### config.mk
export PLATFORM = sky130hd
export DESIGN_NAME = serial_nibble_deserializer_flat
export DESIGN_NICKNAME = d
export VERILOG_FILES = /design/src/rtl/serial_nibble_deserializer_pkg.sv /design/src/rtl/serial_nibble_deserializer_if.sv /design/src/rtl/serial_nibble_deserializer_fifo.sv /design/src/rtl/serial_nibble_deserializer.sv /design/src/flat_wrapper.sv
export SDC_FILE = /design/constraint.sdc
export NUM_CORES = 1
export LEC_CHECK = 0
export CAP_MARGIN = 20
export CORE_ASPECT_RATIO = 0.8
export CORE_MARGIN = 2
export CORE_UTILIZATION = 40
export DETAILED_ROUTE_END_ITERATION = 10
export HOLD_SLACK_MARGIN = 0.08
export PLACE_DENSITY_LB_ADDON = 0.05
export SYNTH_ARGS = -nofsm -noshare
export SYNTH_HDL_FRONTEND = slang
export SYNTH_SLANG_ARGS = --single-unit
### constraint.sdc
create_clock -name clk -period 1.64 [get_ports clk]
set_input_delay 0.246 -clock clk [delete_from_list [all_inputs] [get_ports clk]]
set_output_delay 0.246 -clock clk [all_outputs]
set_load 0.02 [all_outputs]
### src/rtl/serial_nibble_deserializer_pkg.sv
// deser_pkg: shared defaults, state encoding and sizing helper for the nibble deserializer.
package deser_pkg;
  localparam int DESER_WIDTH_DEF = 4;
  localparam int DESER_DEPTH_DEF = 2;
  typedef enum logic {ST_IDLE, ST_ASSEMBLE} state_t;
  function automatic int bitcnt_w(input int width);
    return $clog2(width);
  endfunction
endpackage

### src/rtl/serial_nibble_deserializer_if.sv
// serial_nibble_deserializer_if: serial input stream plus valid/ready word output.
interface serial_nibble_deserializer_if import deser_pkg::*; #(parameter int WIDTH = DESER_WIDTH_DEF);
  logic             sin;
  logic             sin_valid;
  logic             msb_first;
  logic             sync;
  logic [WIDTH-1:0] out_data;
  logic             out_valid;
  logic             out_ready;
  modport master (output sin, sin_valid, msb_first, sync, out_ready, input out_data, out_valid);
  modport slave  (input sin, sin_valid, msb_first, sync, out_ready, output out_data, out_valid);
endinterface

### src/rtl/serial_nibble_deserializer_fifo.sv
// deser_fifo: pointer-based word FIFO; a push while full is taken only alongside a pop.
module deser_fifo import deser_pkg::*; #(
  parameter int WIDTH = DESER_WIDTH_DEF,
  parameter int DEPTH = DESER_DEPTH_DEF
) (
  input  logic             clk,
  input  logic             rst,
  input  logic             push_i,
  input  logic [WIDTH-1:0] push_data_i,
  output logic             full_o,
  input  logic             pop_i,
  output logic [WIDTH-1:0] head_o,
  output logic             empty_o
);
  localparam int AW = $clog2(DEPTH);
  logic [WIDTH-1:0] mem_q [DEPTH];
  logic [AW-1:0]    wr_q, wr_d, rd_q, rd_d;
  logic [AW:0]      cnt_q, cnt_d;
  logic             do_push, do_pop;
  always_comb begin
    empty_o = cnt_q == '0;
    full_o  = cnt_q == (AW+1)'(DEPTH);
    do_pop  = pop_i && !empty_o;
    do_push = push_i && (!full_o || do_pop);
    wr_d    = do_push ? wr_q + 1'b1 : wr_q;
    rd_d    = do_pop ? rd_q + 1'b1 : rd_q;
    cnt_d   = cnt_q + (AW+1)'(do_push) - (AW+1)'(do_pop);
    head_o  = empty_o ? '0 : mem_q[rd_q];
  end
  always_ff @(posedge clk or posedge rst) begin
    if (rst) begin
      wr_q  <= '0;
      rd_q  <= '0;
      cnt_q <= '0;
    end else begin
      wr_q  <= wr_d;
      rd_q  <= rd_d;
      cnt_q <= cnt_d;
    end
  end
  always_ff @(posedge clk) begin
    if (do_push) mem_q[wr_q] <= push_data_i;
  end
endmodule

### src/rtl/serial_nibble_deserializer.sv
// serial_nibble_deserializer: reassembles a serial bit stream into words queued for a valid/ready consumer.
module serial_nibble_deserializer import deser_pkg::*; #(
  parameter int WIDTH = DESER_WIDTH_DEF,
  parameter int DEPTH = DESER_DEPTH_DEF
) (
  input  logic clk,
  input  logic rst,
  input  logic clr_ovf_i,
  output logic busy_o,
  output logic overflow_o,
  serial_nibble_deserializer_if.slave bus
);
  localparam int CW = bitcnt_w(WIDTH);
  localparam logic [CW-1:0] LAST = CW'(WIDTH-1);
  logic [WIDTH-1:0] shreg_q, shreg_d, shift_nx, head;
  logic [CW-1:0]    cnt_q, cnt_d;
  logic             dir_q, dir_d, dir, ovf_q, ovf_d;
  logic             last, full, empty, pop, drop;
  state_t           state;
  deser_fifo #(.WIDTH(WIDTH), .DEPTH(DEPTH)) u_fifo (
    .clk         (clk),
    .rst         (rst),
    .push_i      (last),
    .push_data_i (shift_nx),
    .full_o      (full),
    .pop_i       (pop),
    .head_o      (head),
    .empty_o     (empty)
  );
  always_comb begin
    state    = cnt_q == '0 ? ST_IDLE : ST_ASSEMBLE;
    dir      = state == ST_IDLE ? bus.msb_first : dir_q;
    shift_nx = dir ? {shreg_q[WIDTH-2:0], bus.sin} : {bus.sin, shreg_q[WIDTH-1:1]};
    last     = bus.sin_valid && !bus.sync && cnt_q == LAST;
    cnt_d    = cnt_q;
    shreg_d  = shreg_q;
    dir_d    = dir_q;
    // sync restarts the frame; a coincident bit becomes the first bit of the new word
    if (bus.sync) begin
      cnt_d   = bus.sin_valid ? CW'(1) : '0;
      shreg_d = !bus.sin_valid ? '0 :
                bus.msb_first ? {{(WIDTH-1){1'b0}}, bus.sin} : {bus.sin, {(WIDTH-1){1'b0}}};
      dir_d   = bus.sin_valid ? bus.msb_first : dir_q;
    end else if (bus.sin_valid) begin
      cnt_d   = last ? '0 : cnt_q + 1'b1;
      shreg_d = last ? '0 : shift_nx;
      dir_d   = dir;
    end
    pop           = !empty && bus.out_ready;
    drop          = last && full && !pop;
    ovf_d         = drop ? 1'b1 : clr_ovf_i ? 1'b0 : ovf_q;
    busy_o        = state == ST_ASSEMBLE;
    overflow_o    = ovf_q;
    bus.out_valid = !empty;
    bus.out_data  = head;
  end
  always_ff @(posedge clk or posedge rst) begin
    if (rst) begin
      shreg_q <= '0;
      cnt_q   <= '0;
      dir_q   <= 1'b0;
      ovf_q   <= 1'b0;
    end else begin
      shreg_q <= shreg_d;
      cnt_q   <= cnt_d;
      dir_q   <= dir_d;
      ovf_q   <= ovf_d;
    end
  end
endmodule

### src/flat_wrapper.sv
// flat-port wrapper written by rule: the top's interface ports become plain ports
module serial_nibble_deserializer_flat import deser_pkg::*;
#(
  parameter int WIDTH = DESER_WIDTH_DEF,
  parameter int DEPTH = DESER_DEPTH_DEF
)
  (clk, rst, clr_ovf_i, busy_o, overflow_o, bus_sin, bus_sin_valid, bus_msb_first, bus_sync, bus_out_ready, bus_out_data, bus_out_valid);
  serial_nibble_deserializer_if #(.WIDTH(WIDTH)) bus_i ();
  input  logic clk;
  input  logic rst;
  input  logic clr_ovf_i;
  output logic busy_o;
  output logic overflow_o;
  input wire logic [$bits(bus_i.sin)-1:0] bus_sin;
  input wire logic [$bits(bus_i.sin_valid)-1:0] bus_sin_valid;
  input wire logic [$bits(bus_i.msb_first)-1:0] bus_msb_first;
  input wire logic [$bits(bus_i.sync)-1:0] bus_sync;
  input wire logic [$bits(bus_i.out_ready)-1:0] bus_out_ready;
  output wire logic [$bits(bus_i.out_data)-1:0] bus_out_data;
  output wire logic [$bits(bus_i.out_valid)-1:0] bus_out_valid;
  assign bus_i.sin = bus_sin;
  assign bus_i.sin_valid = bus_sin_valid;
  assign bus_i.msb_first = bus_msb_first;
  assign bus_i.sync = bus_sync;
  assign bus_i.out_ready = bus_out_ready;
  assign bus_out_data = bus_i.out_data;
  assign bus_out_valid = bus_i.out_valid;
  serial_nibble_deserializer #(.WIDTH(WIDTH), .DEPTH(DEPTH)) u_core (.clk(clk), .rst(rst), .clr_ovf_i(clr_ovf_i), .busy_o(busy_o), .overflow_o(overflow_o), .bus(bus_i));
endmodule
==> flow_metrics.py, run 1 <==
metrics = {
    "floorplanning": {
        "start_util_pct": 41.9,
        "dieArea_um2": 2960,
        "core_um2": 2420,
        "io_pins": 15,
        "die_w_um": 60.3,
        "die_h_um": 49.1,
        "num_rows": 16,
    },
    "global_route": {
        "top_usage_layer": "met2",
        "grt_pass1_wl_um": 3350,
        "gr-usage-met3_pct": 5.57,
        "grt_util_met2_pct": 26.8,
        "antenna_found_initial": 0,
        "grt_overflow": 0,
        "grt_max_degree": 17,
        "grt.total_usage_pct": 15.4,
        "use_met1_pct": 18.0,
        "grt_pass1_vias": 731,
    },
    "sta": {
        "setup_tns_ps": -60.7,
        "worst_slew_pin_slew_ps": 490,
        "finalMaxSlewViolations": 0,
        "layout_setup_ws_ps": -31.1,
        "finalSetupViolCount": 2,
        "hold_viol": 0,
        "period_needed_ps": 1670,
        "relSlewSlack_pct": 67.3,
        "max_freq_mhz": 598,
        "timing.final.crit_share_pct": 102,
        "rsz0062_at_grt": "true",
        "skew_ps": 3.81,
    },
    "synth": {
        "ys_types": 26,
        "synth_area_leaders": "dfrtp_1 30%, edfxtp_1 24%, ha_1 4.9%, mux2i_1 4.9%, nor2_1 3.7%",
        "synth_top_area_share_pct": 29.6,
        "syn_avg_cell_area_um2": 11.7,
        "ys.flop_type": "dfrtp_1",
        "synth.top_cells.by_count": "12 x dfrtp_1, 10 x nor2_1, 8 x edfxtp_1, 8 x inv_1",
        "synth_seq_cells": 20,
        "synth_edf_count": 8,
        "synth.most_common_cell": "dfrtp_1",
        "syn_nets": 99,
        "synth_largest_area_cell": "dfrtp_1",
        "ys_warn_count": 0,
        "netlist_instances": 87,
        "async_flop_share_pct": 60.0,
        "yosysSeqAreaShare_pct": 53.2,
        "syn-cell-area_um2": 1020,
    },
    "worst_setup_path": {
        "crit_path_start": "u_core.cnt_q[0]$_DFFE_PP0P_",
        "setup.worst_path.class": "register to register",
        "slowest_delay_ps": 430,
        "cp_max_fo": 5,
        "path_cells": "inv_2 > ha_4 > mux2i_4 > mux2_4 > a31o_1",
        "r2r_start": "u_core.cnt_q[0]$_DFFE_PP0P_",
        "crit_family": "multiplexers",
        "cp_slowest_cell": "dfrtp_1",
        "arrival_ps": 1880,
        "end_kind": "register",
        "reg2reg_depth": 5,
        "path_depth": 5,
        "path_buf_inv": 1,
        "cp_data_required_time_ps": 1840,
        "cp-start-kind": "register",
    },
    "route": {
        "vias_per_cell": 4.73,
        "remaining_drc_errors": 0,
        "drt_pass1_iterations": 4,
        "ant_nets": 0,
        "drt_iter0_markers": 17,
        "vias": 723,
        "drt_wl_total_um": 1940,
        "wl_per_cell_um": 12.7,
    },
    "cts": {
        "cts_htree_levels": 1,
        "cts_tree": "done",
        "cts_num_sinks": 20,
        "insertion_delay_ps": 300,
        "cts_hold_buf": 0,
        "clock_path_buffers": 2,
        "clk_pin_slew_worst_paths_ps": 110,
        "cts-root-buf": "clkbuf_4",
        "cts_buffers": 3,
    },
    "cells_and_area": {
        "multiInputGateArea_um2": 507,
        "nets": 130,
        "seqCellArea_um2": 542,
        "area_growth_pct": 38.8,
        "layout-drive-gt1-share_pct": 38.5,
        "antenna_cells": 0,
        "nFillCells": 220,
    },
    "job": {
        "maxCapViolCount": 0,
    },
    "run_status": {
        "failed_checks": "negative setup slack",
        "status": "finished, violations left",
    },
    "power": {
        "peakVddDrop_mv": 0.955,
        "finalPower_w": 0.00177,
        "cellPowerDensity_nw_per_um2": 1250,
        "total_leakage_power_nw": 0.596,
    },
    "placed_design": {
        "hpwl_um": 1370,
        "gp_congestion": 0.739,
        "io_buffers": 14,
    },
    "min_path": {
        "worstHoldPathType": "primary input to asynchronous set/reset pin",
    },
}
sequential cells by signal, indices dropped and copies added, names as in the netlist:
signal and count:
u_core.overflow_o 1, u_core.u_fifo.rd_q 1, u_core.u_fifo.mem_q 8, u_core.shreg_q 4
u_core.u_fifo.cnt_q 2, u_core.cnt_q 2, u_core.u_fifo.wr_q 1, u_core.dir_q 1
cells by family after synthesis:
kind of cell / Yosys count / share of synthesized area (%)
fa+ha+maj: 4 / 4.93
compound gates: 10 / 6.28
simple gates: 26 / 14.2
mux: 11 / 13.4
xor+xnor: 4 / 3.45
flops: 20 / 53.2
buf+inv: 12 / 4.56
layer usage:
layer,wire [um],part of all wire (%),vias to the layer above
met1,833,43,343
met3,94,4.9,2
met4,12,0.62,0
met5,0,0,-
li1,-,-,364
met2,995,51,14
worst reg2reg max path: stages (launching register included):
cell and delay (ps):
dfrtp_1 430, inv_2 90, ha_4 160, mux2i_4 340, mux2_4 360, a31o_1 210
area by class of cell:
type	count	area share (%)
Clock inverter	1	2.13
Timing Repair Buffer	30	16.6
Inverter	8	2.13
Tap cell	36	3.19
Multi-Input combinational cell	55	35.9
Clock buffer	3	1.60
Sequential cell	20	38.4
repair_timing:
item	4_1_cts	5_1_grt
pin swaps	6	6
gates resized for setup	18	15
setup buffers	2	2
setup endpoints to repair	17	24
final timing paths:
kind                                                    end  slack (ps)
max                           u_core.shreg_q[0]$_DFFE_PP0P_         -30
min                             u_core.cnt_q[1]$_DFFE_PP0P_         250
max reg2reg                   u_core.shreg_q[0]$_DFFE_PP0P_         -30
min reg2reg                u_core.u_fifo.cnt_q[1]$_DFF_PP0_         540
max in group asynchronous    u_core.u_fifo.rd_q$_DFFE_PP0N_        1030
min in group clk              u_core.overflow_o$_DFFE_PP0P_         500
metrics by stage:
| stage | std cells | area, um^2 | util, % | worst slack, ps | hold WS, ps |
|---|---|---|---|---|---|
| floorplan | 87 | 1030 | - | -9.69 | 111 |
| global placement | 146 | 1300 | 53.6 | -257 | 480 |
| detailed placement | 146 | 1300 | 53.6 | -300 | 491 |
| CTS | 152 | 1410 | 58.2 | -51.4 | 265 |
| global route | 153 | 1410 | 58.2 | -113 | 321 |
| finish | 153 | 1410 | 58.2 | -31.1 | 248 |
report_power, final:
part / switching (W) / internal [W]
logic: 0.000330 / 0.000366
registers: 0.0000733 / 0.000600
clock network: 0.000152 / 0.000247
cell usage in the layout (no fill, tap or decap), types with 2 or more instances in the layout:
cell	n
o21ai_0	4
clkbuf_2	6
buf_4	15
xnor2_1	2
nand4b_1	3
inv_2	2
inv_1	6
nand2b_1	4
clkdlybuf4s50_1	8
nor2_1	7
nor2_2	2
dfrtp_1	11
or3_1	2
clkbuf_4	3
edfxtp_1	8
a31o_1	2
ha_4	3
mux2i_1	5
mux2_4	4
a31oi_1	2
nand2_1	2
Power figures use the tool's default switching activity.
==> run 2: changes to the inputs <==
- ABC_AREA: unset -> 1
==> flow_metrics.py, run 2 <==
metrics = {
    "sta": {
        "worst_slew_pin_slew_ps": 480,
        "period_needed_ps": 1550,
        "relSlewSlack_pct": 68.0,
        "hold_viol": 0,
        "setup_tns_ps": 0,
        "layout_setup_ws_ps": 91.6,
        "finalSetupViolCount": 0,
        "finalMaxSlewViolations": 0,
        "skew_ps": 4.13,
        "timing.final.crit_share_pct": 94.4,
        "max_freq_mhz": 646,
        "rsz0062_at_grt": "false",
    },
    "run_status": {
        "status": "finished clean",
    },
    "floorplanning": {
        "die_w_um": 60.8,
        "core_um2": 2440,
        "die_h_um": 49.4,
        "num_rows": 16,
        "start_util_pct": 42.3,
        "io_pins": 15,
        "dieArea_um2": 3010,
    },
    "cts": {
        "cts_tree": "done",
        "clk_pin_slew_worst_paths_ps": 110,
        "cts-root-buf": "clkbuf_4",
        "cts_hold_buf": 0,
        "cts_buffers": 3,
        "cts_htree_levels": 1,
        "clock_path_buffers": 2,
        "cts_num_sinks": 20,
        "insertion_delay_ps": 300,
    },
    "power": {
        "switchingPower_w": 0.000596,
        "cellPowerDensity_nw_per_um2": 1200,
        "seq_power_share_pct": 42.6,
        "p_sw_share_pct": 37.8,
        "finalPower_w": 0.00158,
        "internal_power_w": 0.000979,
        "total_leakage_power_nw": 0.605,
        "p_comb_share_pct": 42.3,
        "pwr-share-clk_pct": 15.1,
        "peakVddDrop_mv": 0.885,
    },
    "route": {
        "vias": 809,
        "vias_per_cell": 4.54,
        "drt_wl_total_um": 1880,
        "drt_iter0_markers": 22,
        "remaining_drc_errors": 0,
        "drt_pass1_iterations": 5,
        "wl_per_cell_um": 10.5,
        "ant_nets": 0,
    },
    "job": {
        "maxCapViolCount": 0,
    },
    "synth": {
        "ys.flop_type": "dfrtp_1",
        "syn-cell-area_um2": 1030,
        "yosysSeqAreaShare_pct": 52.4,
        "syn_avg_cell_area_um2": 9.05,
        "syn_nets": 126,
        "synth_largest_area_cell": "dfrtp_1",
        "synth_top_area_share_pct": 29.1,
        "synth.most_common_cell": "nand2_1",
        "ys_warn_count": 0,
        "netlist_instances": 114,
        "synth_area_leaders": "dfrtp_1 29%, edfxtp_1 23%, nand2_1 8.4%, inv_1 5.8%, a21oi_1 4.8%",
        "ys_types": 21,
        "async_flop_share_pct": 60.0,
        "synth_seq_cells": 20,
        "synth_edf_count": 8,
        "synth.top_cells.by_count": "23 x nand2_1, 16 x inv_1, 12 x dfrtp_1, 10 x a21oi_1, 8 x edfxtp_1",
    },
    "cells_and_area": {
        "biggestRegsByFlops": "u_core.u_fifo.mem_q (8), u_core.shreg_q (4)",
        "final_area_um2": 1310,
        "regMostFlops": "u_core.u_fifo.mem_q",
        "multiInputGateArea_um2": 409,
        "antenna_cells": 0,
        "largest_reg_flops": 8,
        "mostFrequentLayoutCells": "23 x nand2_1, 15 x inv_1, 12 x dfrtp_1",
        "mostFrequentLayoutCell": "nand2_1",
        "nFillCells": 249,
        "nets": 155,
        "seqCellArea_um2": 541,
        "post-route-util_pct": 53.5,
        "area_growth_pct": 26.7,
        "layout-drive-gt1-share_pct": 24.6,
    },
    "global_route": {
        "grt_max_degree": 13,
        "antenna_found_initial": 0,
        "grt_pass1_wl_um": 3260,
        "grt_overflow": 0,
        "grt_pass1_vias": 770,
        "grt.total_usage_pct": 14.7,
    },
    "worst_setup_path": {
        "slowest_delay_ps": 400,
        "cp_max_fo": 5,
        "cp-start-kind": "register",
        "reg2reg_depth": 8,
        "r2r_start": "u_core.cnt_q[0]$_DFFE_PP0P_",
        "arrival_ps": 1300,
        "cp_slowest_cell": "dfrtp_1",
        "timing.rr.end": "u_core.u_fifo.cnt_q[1]$_DFF_PP0_",
        "r2r_slack_ps": 110,
        "path_cells": "inv_2 > nand2_1 > a21oi_1 > clkdlybuf4s15_1",
        "cp_data_required_time_ps": 1390,
        "setup.worst_path.class": "register to output pin",
        "end_kind": "output pin",
    },
    "placed_design": {
        "gp_congestion": 0.799,
        "io_buffers": 14,
        "place_ws_ps": -82.4,
        "postPlaceCellArea_um2": 1290,
        "hpwl_um": 1510,
    },
    "min_path": {
        "worstHoldPathType": "primary input to asynchronous set/reset pin",
    },
}
[run 2: changes by cell type after synthesis, sizes merged, moves of 6 or more]
cell   previous run  this run
nand2             2        27
a21oi             0        10
inv               8        21
mux2i             6         0
nand3             0         6
[run 2: kinds of logic after synthesis]
logic type | after synthesis | share of synthesized area (%)
compound gates | 18 | 9.21
fa+ha+maj | 4 | 4.85
xor+xnor | 3 | 2.55
simple gates | 47 | 22.3
buf+inv | 22 | 8.73
flops | 20 | 52.4
[run 2: layout make-up]
type | count | area share [%]
clock buffer | 3 | 1.72
tap | 36 | 3.44
inverter | 21 | 6.03
sequential | 20 | 41.3
timing repair buffer | 25 | 15.9
multi-input combinational | 72 | 31.3
clock inverter | 1 | 0.287
[run 2: power by group through the flow]
stage | combinational (W) | sequential, W | clock, W
CTS | 0.000693 | 0.000669 | 0.000246
finish | 0.000667 | 0.000671 | 0.000238
detailed placement | 0.000719 | 0.000670 | 0
global route | 0.000751 | 0.000683 | 0.000264
global placement | 0.000710 | 0.000669 | 0
floorplan | 0.000415 | 0.000675 | 0
[run 2: worst max-delay path: cells and delay by family, from the launching register on]
kind	cells	cell delay, ps
buffers and inverters	2	420
flip-flops	1	400
AO/OA/AOI/OAI	1	120
AND/OR/NAND/NOR	1	60
[run 2: stage by stage]
stage,hold slack [ps],instances
2_1_floorplan,111,114
3_5_place_dp,489,174
4_1_cts,261,178
6_report,240,178
3_3_place_gp,483,174
5_1_grt,299,178
[run 2: timing repair]
action	CTS	global route
resized for setup	13	5
pin swaps	0	2
buffers inserted	0	0
setup endpoints to repair	6	6
[run 2: how the worst max path moves through the flow]
| stage | start | to | slack [ps] |
|---|---|---|---|
| global route | u_core.cnt_q[0]$_DFFE_PP0P_ | u_core.u_fifo.cnt_q[1]$_DFF_PP0_ | 20 |
| detailed placement | bus_sin_valid | u_core.u_fifo.cnt_q[1]$_DFF_PP0_ | -80 |
| floorplan | u_core.u_fifo.cnt_q[0]$_DFF_PP0_ | u_core.u_fifo.cnt_q[1]$_DFF_PP0_ | 140 |
| finish | u_core.u_fifo.rd_q$_DFFE_PP0N_ | bus_out_data[0] | 90 |
| global placement | bus_sin_valid | u_core.u_fifo.cnt_q[1]$_DFF_PP0_ | -60 |
| CTS | u_core.u_fifo.rd_q$_DFFE_PP0N_ | bus_out_data[2] | 5 |
[run 2: metal layers]
layer / vias to the layer above / wire (um) / share of wire, % / track usage [%]
li1: 421 / - / - / -
met1: 371 / 967 / 52 / 20.5
met2: 15 / 805 / 43 / 21.7
met3: 2 / 87 / 4.6 / 5.57
met4: 0 / 15 / 0.80 / 3.26
met5: - / 0 / 0 / 0
==> run 3: changes to the inputs <==
==> constraint.sdc (replaced) <==
create_clock -name clk -period 1.64 [get_ports clk]
set_input_delay 0.328 -clock clk [delete_from_list [all_inputs] [get_ports clk]]
set_output_delay 0.328 -clock clk [all_outputs]
set_load 0.02 [all_outputs]
==> flow_metrics.py, run 3 (synthesis gave the netlist of run 2 again) <==
metrics = {
    "run_status": {
        "status": "finished clean",
    },
    "floorplanning": {
        "die_w_um": 60.8,
        "num_rows": 16,
        "die_h_um": 49.4,
        "core_um2": 2440,
        "io_pins": 15,
        "dieArea_um2": 3010,
        "start_util_pct": 42.3,
    },
    "cells_and_area": {
        "antenna_cells": 0,
        "mostFrequentLayoutCell": "nand2_1",
        "area_growth_pct": 31.2,
        "largest_reg_flops": 8,
        "regMostFlops": "u_core.u_fifo.mem_q",
        "biggestRegsByFlops": "u_core.u_fifo.mem_q (8), u_core.shreg_q (4)",
        "layout-drive-gt1-share_pct": 31.8,
        "nets": 161,
        "post-route-util_pct": 55.4,
        "mostFrequentLayoutCells": "23 x nand2_1, 17 x buf_4, 14 x inv_1",
        "final_cells": 184,
        "final_area_um2": 1350,
    },
    "sta": {
        "period_needed_ps": 1540,
        "worst_slew_pin_slew_ps": 469,
        "timing.final.crit_share_pct": 93.6,
        "setup_tns_ps": 0,
        "rsz0062_at_grt": "false",
        "relSlewSlack_pct": 68.7,
        "finalMaxSlewViolations": 0,
        "max_freq_mhz": 651,
        "skew_ps": 4.18,
        "layout_setup_ws_ps": 105,
        "finalSetupViolCount": 0,
        "hold_viol": 0,
    },
    "placed_design": {
        "io_buffers": 14,
        "place_ws_ps": -168,
        "hpwl_um": 1480,
        "postPlaceCellArea_um2": 1330,
        "gp_congestion": 0.801,
        "place_inst": 179,
    },
    "route": {
        "ant_nets": 0,
        "vias": 822,
        "vias_per_cell": 4.47,
        "drt_wl_total_um": 1870,
        "remaining_drc_errors": 0,
        "drt_iter0_markers": 26,
        "wl_per_cell_um": 10.1,
        "drt_pass1_iterations": 4,
    },
    "min_path": {
        "worstHoldPathType": "primary input to asynchronous set/reset pin",
    },
    "global_route": {
        "grt_pass1_wl_um": 3150,
        "antenna_found_initial": 0,
        "grt.total_usage_pct": 14.3,
        "grt_max_degree": 13,
        "grt_pass1_vias": 740,
        "grt_overflow": 0,
    },
    "job": {
        "maxCapViolCount": 0,
    },
    "power": {
        "cellPowerDensity_nw_per_um2": 1200,
        "total_leakage_power_nw": 0.657,
        "peakVddDrop_mv": 0.973,
    },
    "cts": {
        "clk_pin_slew_worst_paths_ps": 110,
        "cts_buffers": 3,
        "cts_num_sinks": 20,
        "cts-root-buf": "clkbuf_4",
        "insertion_delay_ps": 300,
        "cts_tree": "done",
        "clock_path_buffers": 2,
        "cts_htree_levels": 1,
    },
    "worst_setup_path": {
        "critPathMostFrequentCell": "inv_1",
        "arrival_ps": 1590,
        "setup.worst_path.class": "register to register",
        "slowest_delay_ps": 390,
        "end_kind": "register",
        "cp_data_required_time_ps": 1700,
        "cp_slowest_cell": "dfrtp_1",
        "path_cells": "inv_1 > ha_1 > buf_4 > nand2_1 > nand2_4 > o21ai_1 > inv_1",
        "cp-start-kind": "register",
        "cp_max_fo": 7,
    },
}
==> run 3: final timing paths <==
check                                               from                                   to  slack (ps)  cells after the start
max                          u_core.cnt_q[0]$_DFFE_PP0P_  u_core.u_fifo.mem_q[1][1]$_DFFE_PP_         100                      7
min                                                  rst        u_core.shreg_q[3]$_DFFE_PP0P_         330                      2
max reg2reg                  u_core.cnt_q[0]$_DFFE_PP0P_  u_core.u_fifo.mem_q[1][1]$_DFFE_PP_         100                      7
min reg2reg                u_core.overflow_o$_DFFE_PP0P_        u_core.overflow_o$_DFFE_PP0P_         530                      2
max in group asynchronous                            rst       u_core.u_fifo.rd_q$_DFFE_PP0N_         990                      2
min in group clk           u_core.overflow_o$_DFFE_PP0P_        u_core.overflow_o$_DFFE_PP0P_         530                      2
==> run 3: final cells by class <==
class	instances	area [um^2]
clock buffers	3	22.5
clock inverters	1	3.75
fillers	237	1090
inverters	21	78.8
multi-input cells	72	423
flip-flops and latches	20	541
well taps	36	45.0
repair buffers	31	240
==> run 3: routing by layer <==
layer / share of wire, % / track usage (%)
met5: 0 / 0
met4: 0.80 / 4.35
met3: 4.1 / 4.77
met2: 43 / 19.7
met1: 52 / 21.0
==> run 3: repair_timing <==
item | CTS | global route
endpoints found under the setup margin | 6 | 11
hold buffers | 0 | 0
pin swaps | 1 | 4
cloned | 0 | 0
gates resized for setup | 17 | 13
setup buffers | 0 | 1
==> run 3: stage by stage <==
stage	hold WS [ps]	power, W
2_1_floorplan	193	0.00109
3_3_place_gp	482	0.00142
3_5_place_dp	478	0.00142
4_1_cts	330	0.00165
5_1_grt	375	0.00176
6_report	326	0.00163
==> run 3: power by group <==
part           switching, W  internal, W
sequential        0.0000629     0.000609
combinational      0.000404     0.000318
clock              0.000144    0.0000887
total              0.000611      0.00102
==> run 3: critical path, delay by kind of cell, from the launching register on <==
family | cells | cell delay [ps]
and+or+nand+nor | 2 | 210
DFF | 1 | 390
AOI/OAI and AO/OA | 1 | 170
buffers and inverters | 3 | 290
adders and majority gates | 1 | 230
